File: config.mk
export PLATFORM = sky130hd
export DESIGN_NAME = sram_port_arbiter
export DESIGN_NICKNAME = d
export VERILOG_FILES = /design/src/rtl/sram_port_arbiter.sv
export SDC_FILE = /design/constraint.sdc
export NUM_CORES = 1
export LEC_CHECK = 0
export CELL_PAD_IN_SITES_DETAIL_PLACEMENT = 0
export CELL_PAD_IN_SITES_GLOBAL_PLACEMENT = 1
export CORE_AREA = 2 2 106 108
export CTS_CLUSTER_DIAMETER = 80
export DETAILED_ROUTE_END_ITERATION = 10
export DIE_AREA = 0 0 108 110
export DONT_BUFFER_PORTS = 1
export GPL_TIMING_DRIVEN = 0
export PLACE_DENSITY = 0.47
export SLEW_MARGIN = 20
export SYNTH_ARGS = -nofsm -noshare
export SYNTH_HDL_FRONTEND = slang
export SYNTH_SLANG_ARGS = --single-unit
File: constraint.sdc
create_clock -name clk -period 1.8 [get_ports clk]
set_input_delay 0.27 -clock clk [delete_from_list [all_inputs] [get_ports clk]]
set_output_delay 0.27 -clock clk [all_outputs]
set_load 0.01 [all_outputs]
File: src/rtl/sram_port_arbiter.sv
// rtl/sram_port_arbiter.sv - single-port SRAM arbiter for MIPS fetch and data requesters
//
// Purpose: grants one of the fetch/data requesters per cycle, applies the
// kseg0/kseg1 -> physical mapping and drives the SRAM. It then steers the
// 1-cycle read data back to the requester that issued the read.
// Optional starvation guard: define ARB_STARVE_GUARD_EN.
//
// Ports:
//   clk, resetn                  clock, asynchronous active-low reset
//   inst_req/inst_addr           fetch read request (inst_gnt accepts it)
//   inst_rvalid/inst_rdata       fetch read response
//   data_req/data_wen/data_addr/data_wdata   data request (wen 0 = read)
//   data_gnt                     data request accepted
//   data_rvalid/data_rdata       data read response
//   sram_en/sram_wen/sram_addr/sram_wdata/sram_rdata   SRAM port

module sram_port_arbiter #(
  parameter int ADDR_W   = 32,
  parameter int DATA_W   = 32,
  parameter int MAX_WAIT = 4
) (
  input  logic              clk,
  input  logic              resetn,
  input  logic              inst_req,
  input  logic [ADDR_W-1:0] inst_addr,
  output logic              inst_gnt,
  output logic              inst_rvalid,
  output logic [DATA_W-1:0] inst_rdata,
  input  logic              data_req,
  input  logic [3:0]        data_wen,
  input  logic [ADDR_W-1:0] data_addr,
  input  logic [DATA_W-1:0] data_wdata,
  output logic              data_gnt,
  output logic              data_rvalid,
  output logic [DATA_W-1:0] data_rdata,
  output logic              sram_en,
  output logic [3:0]        sram_wen,
  output logic [ADDR_W-1:0] sram_addr,
  output logic [DATA_W-1:0] sram_wdata,
  input  logic [DATA_W-1:0] sram_rdata
);

  typedef enum logic [1:0] {
    OWN_NONE = 2'd0,
    OWN_INST = 2'd1,
    OWN_DATA = 2'd2
  } owner_t;

  owner_t resp_owner;
  logic   force_inst;

  // kseg0 (0x8..0x9) and kseg1 (0xA..0xB) both have bits [31:30] == 2'b10;
  // both windows fold onto the low 512 MB of physical space.
  function automatic logic [ADDR_W-1:0] phys_addr(input logic [ADDR_W-1:0] va);
    if (va[31:30] == 2'b10) begin
      return {3'b000, va[28:0]};
    end
    return va;
  endfunction

  // Data has priority unless the starvation guard is forcing fetch.
  assign inst_gnt = inst_req && (!data_req || force_inst);
  assign data_gnt = data_req && !inst_gnt;

  always_comb begin
    sram_en    = 1'b0;
    sram_wen   = 4'b0000;
    sram_addr  = '0;
    sram_wdata = '0;
    if (inst_gnt) begin
      sram_en   = 1'b1;
      sram_addr = phys_addr(inst_addr);
    end else if (data_gnt) begin
      sram_en    = 1'b1;
      sram_wen   = data_wen;
      sram_addr  = phys_addr(data_addr);
      sram_wdata = data_wdata;
    end
  end

  // Reloaded every cycle, so a response is tagged for exactly one cycle;
  // writes leave it NONE because the SRAM returns nothing useful for them.
  always_ff @(posedge clk or negedge resetn) begin
    if (!resetn) begin
      resp_owner <= OWN_NONE;
    end else if (inst_gnt) begin
      resp_owner <= OWN_INST;
    end else if (data_gnt && (data_wen == 4'b0000)) begin
      resp_owner <= OWN_DATA;
    end else begin
      resp_owner <= OWN_NONE;
    end
  end

  assign inst_rvalid = (resp_owner == OWN_INST);
  assign data_rvalid = (resp_owner == OWN_DATA);
  assign inst_rdata  = inst_rvalid ? sram_rdata : '0;
  assign data_rdata  = data_rvalid ? sram_rdata : '0;

`ifdef ARB_STARVE_GUARD_EN
  localparam logic [3:0] WAIT_LIMIT = 4'(MAX_WAIT);

  logic [3:0] inst_wait;

  // Counts consecutive denied fetch cycles; once it reaches the limit the
  // next contended cycle goes to fetch, which then clears the count.
  always_ff @(posedge clk or negedge resetn) begin
    if (!resetn) begin
      inst_wait <= 4'd0;
    end else if (!inst_req || inst_gnt) begin
      inst_wait <= 4'd0;
    end else if (inst_wait != WAIT_LIMIT) begin
      inst_wait <= inst_wait + 4'd1;
    end
  end

  assign force_inst = (inst_wait == WAIT_LIMIT);
`else
  assign force_inst = 1'b0;
`endif

endmodule
==> impl_metrics.py, run 1 <==
metrics = {
    "outcome": {
        "status": "finished, final reports clean",
    },
    "critical_path": {
        "cp_cell_sequence": "nor2b_2 > buf_2 > and2_1",
        "endpoint_kind": "primary output",
        "cp_slowest_stage_delay_ps": 370,
        "crit_path_start_kind": "register",
        "required_ps": 1530,
        "crit_type": "reg -> out",
        "critPathMaxFanout": 10,
        "slowest_stage": "dfrtp_1",
        "arrival_ps": 1250,
    },
    "clocking": {
        "clk_pin_slew_ps": 30,
        "cts-htree-levels": 1,
        "cts.sinks": 2,
        "ctsRootBufferMaster": "clkbuf_8",
        "tritoncts": "built",
        "cts_resized": 0,
        "postCtsHoldBufs": 1,
        "cts_buffers": 3,
        "postCtsSetupBuffers": 0,
        "clock_path_buffers": 2,
    },
    "place": {
        "routabilityCongestion": 0.674,
        "dpl.cell_count": 364,
        "io_buffers": 0,
        "dp_hpwl_um": 5200,
    },
    "timing": {
        "maxSlewViolCount": 0,
        "setup_tns_ps": 0,
        "fmax_ghz": 0.658,
        "period_share_pct": 84.5,
        "worst_pin_slew_ps": 501,
        "fin_crit_ps": 1520,
        "setup_viol": 0,
        "hold_violations": 0,
        "timing.hold.ws_ps": 299,
        "max_slew_margin_pct": 66.3,
        "rsz0062_at_grt": "no",
    },
    "logic_synthesis": {
        "postSynthCellCount": 224,
        "syn-num-nets": 360,
        "yosysWarnings": 0,
        "synth_top_area_share_pct": 50.5,
        "post-synth-top-count-cell": "and2_1",
        "yosys.area.top_type": "and2_1",
        "synthArstFlopShare_pct": 100,
        "yosys-top-cells-area": "and2_1 (50%), nand2_1 (17%), o21ai_0 (11%)",
        "synth_cell_types": 19,
        "synth-seq-area-share_pct": 3.96,
        "synth-seq-cells": 2,
        "synth-edff-count": 0,
        "ys.flop_type": "dfrtp_1",
        "netlist_area_um2": 1260,
        "synthTopCellsByCount": "and2_1 (102), nand2_1 (58), o21ai_0 (29), buf_2 (10)",
        "syn_avg_cell_area_um2": 5.64,
    },
    "worst_hold_path": {
        "hold_path_class": "in -> async",
    },
    "finish": {
        "antenna_cells": 0,
        "layout-area-overhead-vs-synth_pct": 17.9,
        "nets": 366,
        "stdcell_count": 368,
        "regMostFlops": "resp_owner",
        "drive_gt1_share_pct": 10.1,
        "reg_top3": "resp_owner x2",
        "fillers": 1262,
        "largest_reg_flops": 2,
    },
    "detailed_routing": {
        "via_count": 1498,
        "drt_iter0_markers": 42,
        "wl_per_cell_um": 15.5,
        "routed_via_density": 4.07,
        "drc": 0,
        "finalWirelength_um": 5720,
        "ant_nets": 0,
        "drtPass1Iterations": 4,
    },
    "floorplanning": {
        "die_h_um": 110,
        "core_um2": 10700,
        "die_w_um": 108,
        "start_util_pct": 11.8,
        "dieArea_um2": 11900,
        "io_pins": 273,
        "rows": 38,
    },
    "global_routing": {
        "grt_max_degree": 11,
        "grt_overflow": 0,
        "grt_pass1_vias": 1254,
        "antenna_found_initial": 1,
        "grtUsageTotal_pct": 7.66,
        "grt_pass1_wl_um": 6890,
    },
    "pwr": {
        "power_density_nw_per_um2": 337,
        "power.leakage_nw": 0.626,
        "p_total_mw": 0.502,
        "ir_worst_vdd_uv": 186,
    },
    "flow_run": {
        "maxCapViolations": 0,
    },
}
-- logic make-up after synthesis --
| family | after synthesis | synth area share, % |
|---|---|---|
| AND/OR/NAND/NOR | 169 | 72.5 |
| AO/OA/AOI/OAI | 32 | 13.4 |
| buffers and inverters | 21 | 10.2 |
| flip-flops | 2 | 3.96 |
-- metrics by stage --
stage | setup slack (ps) | util [%] | cell area (um^2)
after global placement | 385 | 13.5 | 1440
after floorplan | 625 | - | 1260
after detailed placement | 378 | 13.5 | 1440
after CTS | 240 | 13.9 | 1490
final | 280 | 13.9 | 1490
after global routing | 162 | 13.9 | 1490
-- report_power, final --
part | switching, mW | internal, mW
Combinational | 0.192 | 0.0919
Sequential | 0.000797 | 0.0469
Clock | 0.0301 | 0.141
Total | 0.222 | 0.280
-- how the worst max path moves through the flow --
stage	end	depth (start not counted)	from
2_1_floorplan	inst_rdata[10]	3	resp_owner[1]
3_3_place_gp	sram_addr[29]	3	data_req
3_5_place_dp	sram_addr[29]	3	data_req
4_1_cts	data_rdata[22]	3	resp_owner[0]
5_1_grt	data_rdata[22]	3	resp_owner[0]
6_report	data_rdata[22]	3	resp_owner[0]
-- area by class of cell --
class | count | area [um^2] | area share, %
Buffer | 21 | 129 | 8.65
Clock buffer | 3 | 41.3 | 2.77
Multi-Input combinational cell | 201 | 1080 | 72.8
Sequential cell | 2 | 50.0 | 3.36
Tap cell | 140 | 175 | 11.8
Timing Repair Buffer | 1 | 10.0 | 0.672
-- critical path, delay by kind of cell, from the launching register on --
family | cells | cell delay (ps)
simple gates | 2 | 420
buf+inv | 1 | 250
flops | 1 | 370
-- cell usage in the layout, fill, tap and decap left out, types with 2 or more instances in the layout --
cell type / Yosys / routed
and2_1: 102 / 102
buf_2: 10 / 10
buf_4: 2 / 2
buf_6: 2 / 2
clkbuf_1: 3 / 3
clkbuf_2: 3 / 3
clkbuf_8: 0 / 3
dfrtp_1: 2 / 2
nand2_1: 58 / 58
nand2b_1: 2 / 2
nand3_1: 2 / 2
nor2b_2: 2 / 2
o21ai_0: 29 / 29
-- metal layers --
layer	vias to the layer above	GRT usage (%)	share of wire (%)
met5	-	0	0
met4	0	0.549	0
met3	0	0.999	8.7
met2	139	15.9	54
met1	657	8.49	37
li1	702	-	-
(Power assumes the default switching activity.)
==> run 2: changes to the inputs <==
CORE_AREA = 2 2 107 109   (was 2 2 106 108)
DIE_AREA = 0 0 109 111   (was 0 0 108 110)
PLACE_DENSITY = 0.46   (was 0.47)
clock period = 1.4 ns   (was 1.8 ns; I/O delays follow)
==> run 2 against run 1 <==
  * The run now ends with setup timing left
  * Critical path type unchanged
  * Non-clock buffer count increased by 4
  * Worst hold slack lost 73 ps
  * Largest power group is now clock
  * Sequential share of layout area is 0.52 points lower
  * Global-route usage about the same
  * Total power is 80% higher
  * Combinational power up 48%
  * Highest routed layer is now met4
==> impl_metrics.py, run 2 (synthesis results as in run 1) <==
metrics = {
    "timing": {
        "setup_tns_ps": -254,
        "setup_ws_ps": -23.4,
        "fin_crit_ps": 1420,
        "max_slew_margin_pct": 61.4,
        "fmax_ghz": 0.703,
        "rsz0062_at_grt": "yes",
        "hold_violations": 0,
        "period_share_pct": 102,
        "setup_viol": 26,
        "maxSlewViolCount": 0,
        "worst_pin_slew_ps": 573,
    },
    "detailed_routing": {
        "dr_wl_met3_um": 565,
        "routed_via_density": 4.15,
        "highest_layer": "met4",
        "drt_iter0_markers": 50,
        "wl_per_cell_um": 15.7,
        "drc": 0,
        "ant_nets": 0,
        "drtPass1Iterations": 4,
        "finalWirelength_um": 5890,
        "wl_met1_um": 1990,
        "via_count": 1558,
        "met2_length_um": 3320,
    },
    "floorplanning": {
        "die_h_um": 111,
        "core_um2": 11100,
        "rows": 39,
        "io_pins": 273,
        "dieArea_um2": 12100,
        "die_w_um": 109,
        "start_util_pct": 11.4,
    },
    "pwr": {
        "p_total_mw": 0.905,
        "power.leakage_nw": 0.763,
        "ir_worst_vdd_uv": 406,
        "power_density_nw_per_um2": 514,
    },
    "critical_path": {
        "cp_slowest_stage_delay_ps": 370,
        "crit_family": "simple AND/OR/NAND/NOR gates",
        "crit_type": "reg -> out",
        "crit_path_start_kind": "register",
        "slowest_stage": "dfrtp_1",
        "cp_num_buf_inv": 1,
        "cp_cell_sequence": "and2b_4 > buf_8 > and2_4",
        "arrival_ps": 1210,
        "required_ps": 1190,
        "critPathMaxFanout": 10,
        "endpoint_kind": "primary output",
    },
    "finish": {
        "reg_top3": "resp_owner x2",
        "fillers": 1244,
        "largest_reg_flops": 2,
        "final_cell_mix": "and2_4 (62), nand2_1 (58), and2_1 (40)",
        "layout-area-overhead-vs-synth_pct": 39.3,
        "fin_area_um2": 1760,
        "final_common_cell": "and2_4",
        "ff_latch_area_um2": 50.0,
        "nets": 370,
        "regMostFlops": "resp_owner",
        "drive_gt1_share_pct": 38.8,
        "antenna_cells": 0,
        "multiInputGateArea_um2": 1250,
    },
    "worst_hold_path": {
        "hold_path_class": "in -> async",
    },
    "outcome": {
        "violations": "setup timing",
        "status": "finished, violations left",
    },
    "clocking": {
        "clk_pin_slew_ps": 30,
        "clock_path_buffers": 2,
        "tritoncts": "built",
        "cts.sinks": 2,
        "cts_buffers": 3,
        "cts-htree-levels": 1,
        "ctsRootBufferMaster": "clkbuf_16",
    },
    "place": {
        "dp_hpwl_um": 5170,
        "routabilityCongestion": 0.724,
        "placed_area_um2": 1440,
        "io_buffers": 0,
    },
    "global_routing": {
        "grt_overflow": 0,
        "grt_pass1_vias": 1262,
        "grt_max_degree": 11,
        "grtUsageTotal_pct": 7.68,
        "antenna_found_initial": 0,
        "grt_pass1_wl_um": 6900,
    },
    "flow_run": {
        "maxCapViolations": 0,
    },
}
-- run 2: cell count changes in the layout (fill, tap and decap cells not counted), sizes merged --
cell / change
buf: +4
-- run 2: worst max-delay path by stage --
stage,to,startpoint,cells past startpoint
floorplan,inst_rdata[10],resp_owner[1],3
global placement,inst_rdata[4],resp_owner[1],3
detailed placement,inst_rdata[4],resp_owner[1],3
CTS,data_rdata[20],resp_owner[0],3
global route,inst_rdata[17],resp_owner[1],3
finish,inst_rdata[4],resp_owner[1],3
-- run 2: through the flow --
step	worst slack [ps]	util, %	cells	hold WS, ps
2_1_floorplan	285	-	224	-85.6
3_3_place_gp	63.3	13.0	367	-85.5
3_5_place_dp	37.6	13.0	367	-85.5
4_1_cts	-44.9	14.2	372	231
5_1_grt	-71.4	15.9	375	242
6_report	-23.4	15.9	375	226
-- run 2: cell type report --
type                       instances  area share, %
clock buffer                       3           4.26
multi-input combinational        201           70.9
timing repair buffer               5           2.35
sequential                         2           2.84
tap                              143           10.2
buffer                            21           9.52
-- run 2: per-layer routing --
metal / global-route usage [%] / vias up
li1: - / 713
met5: 0 / -
met2: 16.3 / 149
met4: 1.28 / 0
met3: 1.18 / 2
met1: 7.51 / 694
-- run 2: where the power goes --
part / internal, mW / switching [mW] / total (mW)
clock: 0.363 / 0.0617 / 0.425
sequential: 0.0602 / 0.00167 / 0.0619
combinational: 0.165 / 0.253 / 0.418
total: 0.588 / 0.317 / 0.905
-- run 2: timing repair --
| item | in CTS | in global routing |
|---|---|---|
| setup endpoints to repair | 58 | 59 |
| endpoints found under the hold margin | 2 | 0 |
| pin swaps | 0 | 14 |
| setup buffers | 1 | 1 |
| gates resized for setup | 15 | 66 |
| gates cloned | 0 | 2 |
| hold buffers | 1 | 0 |
==> run 3: changes to the inputs <==
SKIP_CTS_REPAIR_TIMING = 1   (was not set)
==> run 3 against run 2 <==
  * The run still ends with setup timing left
  * Count of clock-buffer cells in the layout stayed put
  * Sequential cell count did not move
  * Fmax shrank 0.65%
  * Wire length increased by 0.29%
  * Total power is 0.63% lower
  * First-iteration DRC count is 10% lower
  * Critical endpoint is now inst_rdata[17]
  * Largest cell class unchanged
  * Largest power group unchanged
==> impl_metrics.py, run 3 (synthesis results as in run 1) <==
metrics = {
    "finish": {
        "multiInputGateArea_um2": 1230,
        "regMostFlops": "resp_owner",
        "fillers": 1244,
        "final_cell_mix": "nand2_1 (58), and2_4 (57), and2_1 (45)",
        "stdcell_count": 373,
        "utilization_pct": 15.6,
        "fin_area_um2": 1730,
        "ff_latch_area_um2": 50.0,
        "final_common_cell": "nand2_1",
        "drive_gt1_share_pct": 36.1,
        "largest_reg_flops": 2,
        "nets": 368,
        "antenna_cells": 0,
        "layout-area-overhead-vs-synth_pct": 37.0,
        "reg_top3": "resp_owner x2",
    },
    "pwr": {
        "p_sw_share_pct": 35.2,
        "combPwrFrac_pct": 45.9,
        "p_clk_share_pct": 47.2,
        "power.leakage_nw": 0.745,
        "p_total_mw": 0.899,
        "ir_worst_vdd_uv": 408,
        "power_density_nw_per_um2": 519,
        "intPower_mw": 0.582,
        "switchingPower_mw": 0.317,
        "p_seq_share_pct": 6.9,
    },
    "timing": {
        "fmax_ghz": 0.698,
        "rsz0062_at_grt": "yes",
        "setup_ws_ps": -32.6,
        "hold_violations": 0,
        "setup_viol": 29,
        "worst_pin_slew_ps": 582,
        "maxSlewViolCount": 0,
        "period_share_pct": 102,
        "setup_tns_ps": -608,
        "timing.hold.ws_ps": 226,
        "fin_crit_ps": 1430,
        "max_slew_margin_pct": 60.8,
    },
    "global_routing": {
        "grt_overflow": 0,
        "antenna_found_initial": 0,
        "grtUsageTotal_pct": 7.66,
        "grt_pass1_wl_um": 6890,
        "grt_max_degree": 11,
        "grt_pass1_vias": 1261,
    },
    "detailed_routing": {
        "ant_nets": 0,
        "drc": 0,
        "via_count": 1549,
        "drt_iter0_markers": 45,
        "finalWirelength_um": 5910,
        "routed_via_density": 4.15,
        "drtPass1Iterations": 4,
        "wl_per_cell_um": 15.8,
    },
    "critical_path": {
        "critPathMaxFanout": 10,
        "endpoint_kind": "primary output",
        "slowest_stage": "dfrtp_1",
        "arrival_ps": 1220,
        "crit_type": "reg -> out",
        "cp_cell_sequence": "and2b_4 > buf_6 > and2_4",
        "cp_slowest_stage_delay_ps": 370,
        "crit_path_start_kind": "register",
        "required_ps": 1190,
    },
    "clocking": {
        "cts.sinks": 2,
        "tritoncts": "built",
        "clk_pin_slew_ps": 30,
        "cts-htree-levels": 1,
        "ctsRootBufferMaster": "clkbuf_16",
        "clock_path_buffers": 2,
        "cts_buffers": 3,
    },
    "place": {
        "dpl_worst_slack_ps": 37.6,
        "dpl.cell_count": 367,
        "routabilityCongestion": 0.724,
        "io_buffers": 0,
        "dp_hpwl_um": 5170,
        "placed_area_um2": 1440,
    },
    "outcome": {
        "violations": "setup timing",
        "status": "finished, violations left",
    },
    "floorplanning": {
        "die_w_um": 109,
        "dieArea_um2": 12100,
        "io_pins": 273,
        "rows": 39,
        "die_h_um": 111,
        "core_um2": 11100,
        "start_util_pct": 11.4,
    },
    "flow_run": {
        "maxCapViolations": 0,
    },
    "worst_hold_path": {
        "hold_path_class": "in -> async",
    },
}
-- run 3: changes by cell type in the layout (fill, tap and decap cells not counted) --
| cell | delta |
|---|---|
| buf_6 | -1 |
| and2_1 | +5 |
| and2_4 | -5 |
| buf_2 | -1 |
-- run 3: power groups by stage --
| stage | Sequential, mW | Clock [mW] | Combinational, mW |
|---|---|---|---|
| final | 0.0619 | 0.425 | 0.412 |
| after global placement | 0.0618 | 0 | 0.367 |
| after CTS | 0.0613 | 0.430 | 0.366 |
| after floorplan | 0.0617 | 0 | 0.306 |
| after detailed placement | 0.0618 | 0 | 0.365 |
| after global routing | 0.0622 | 0.439 | 0.446 |
-- run 3: routing by layer --
| metal | routed length [um] | track usage (%) |
|---|---|---|
| met5 | 0 | 0 |
| met4 | 18 | 1.28 |
| met3 | 583 | 1.23 |
| met2 | 3310 | 16.2 |
| met1 | 2000 | 7.44 |
-- run 3: how the worst max path moves through the flow --
stage / startpoint / endpoint / slack [ps]
after global routing: resp_owner[1] / inst_rdata[23] / -70
after floorplan: resp_owner[1] / inst_rdata[10] / 280
final: resp_owner[1] / inst_rdata[17] / -30
after detailed placement: resp_owner[1] / inst_rdata[4] / 40
after global placement: resp_owner[1] / inst_rdata[4] / 60
after CTS: resp_owner[1] / inst_rdata[4] / -200
-- run 3: critical path: cells and delay by family, from the launching register on --
| family | cells | cell delay [ps] |
|---|---|---|
| flops | 1 | 370 |
| simple gates | 2 | 480 |
| buf+inv | 1 | 150 |
-- run 3: area by class of cell --
type                       instances  area share (%)
tap                              143            10.3
multi-input combinational        201            71.3
buffer                            21            9.68
clock buffer                       3            4.34
sequential                         2            2.89
timing repair buffer               3            1.45
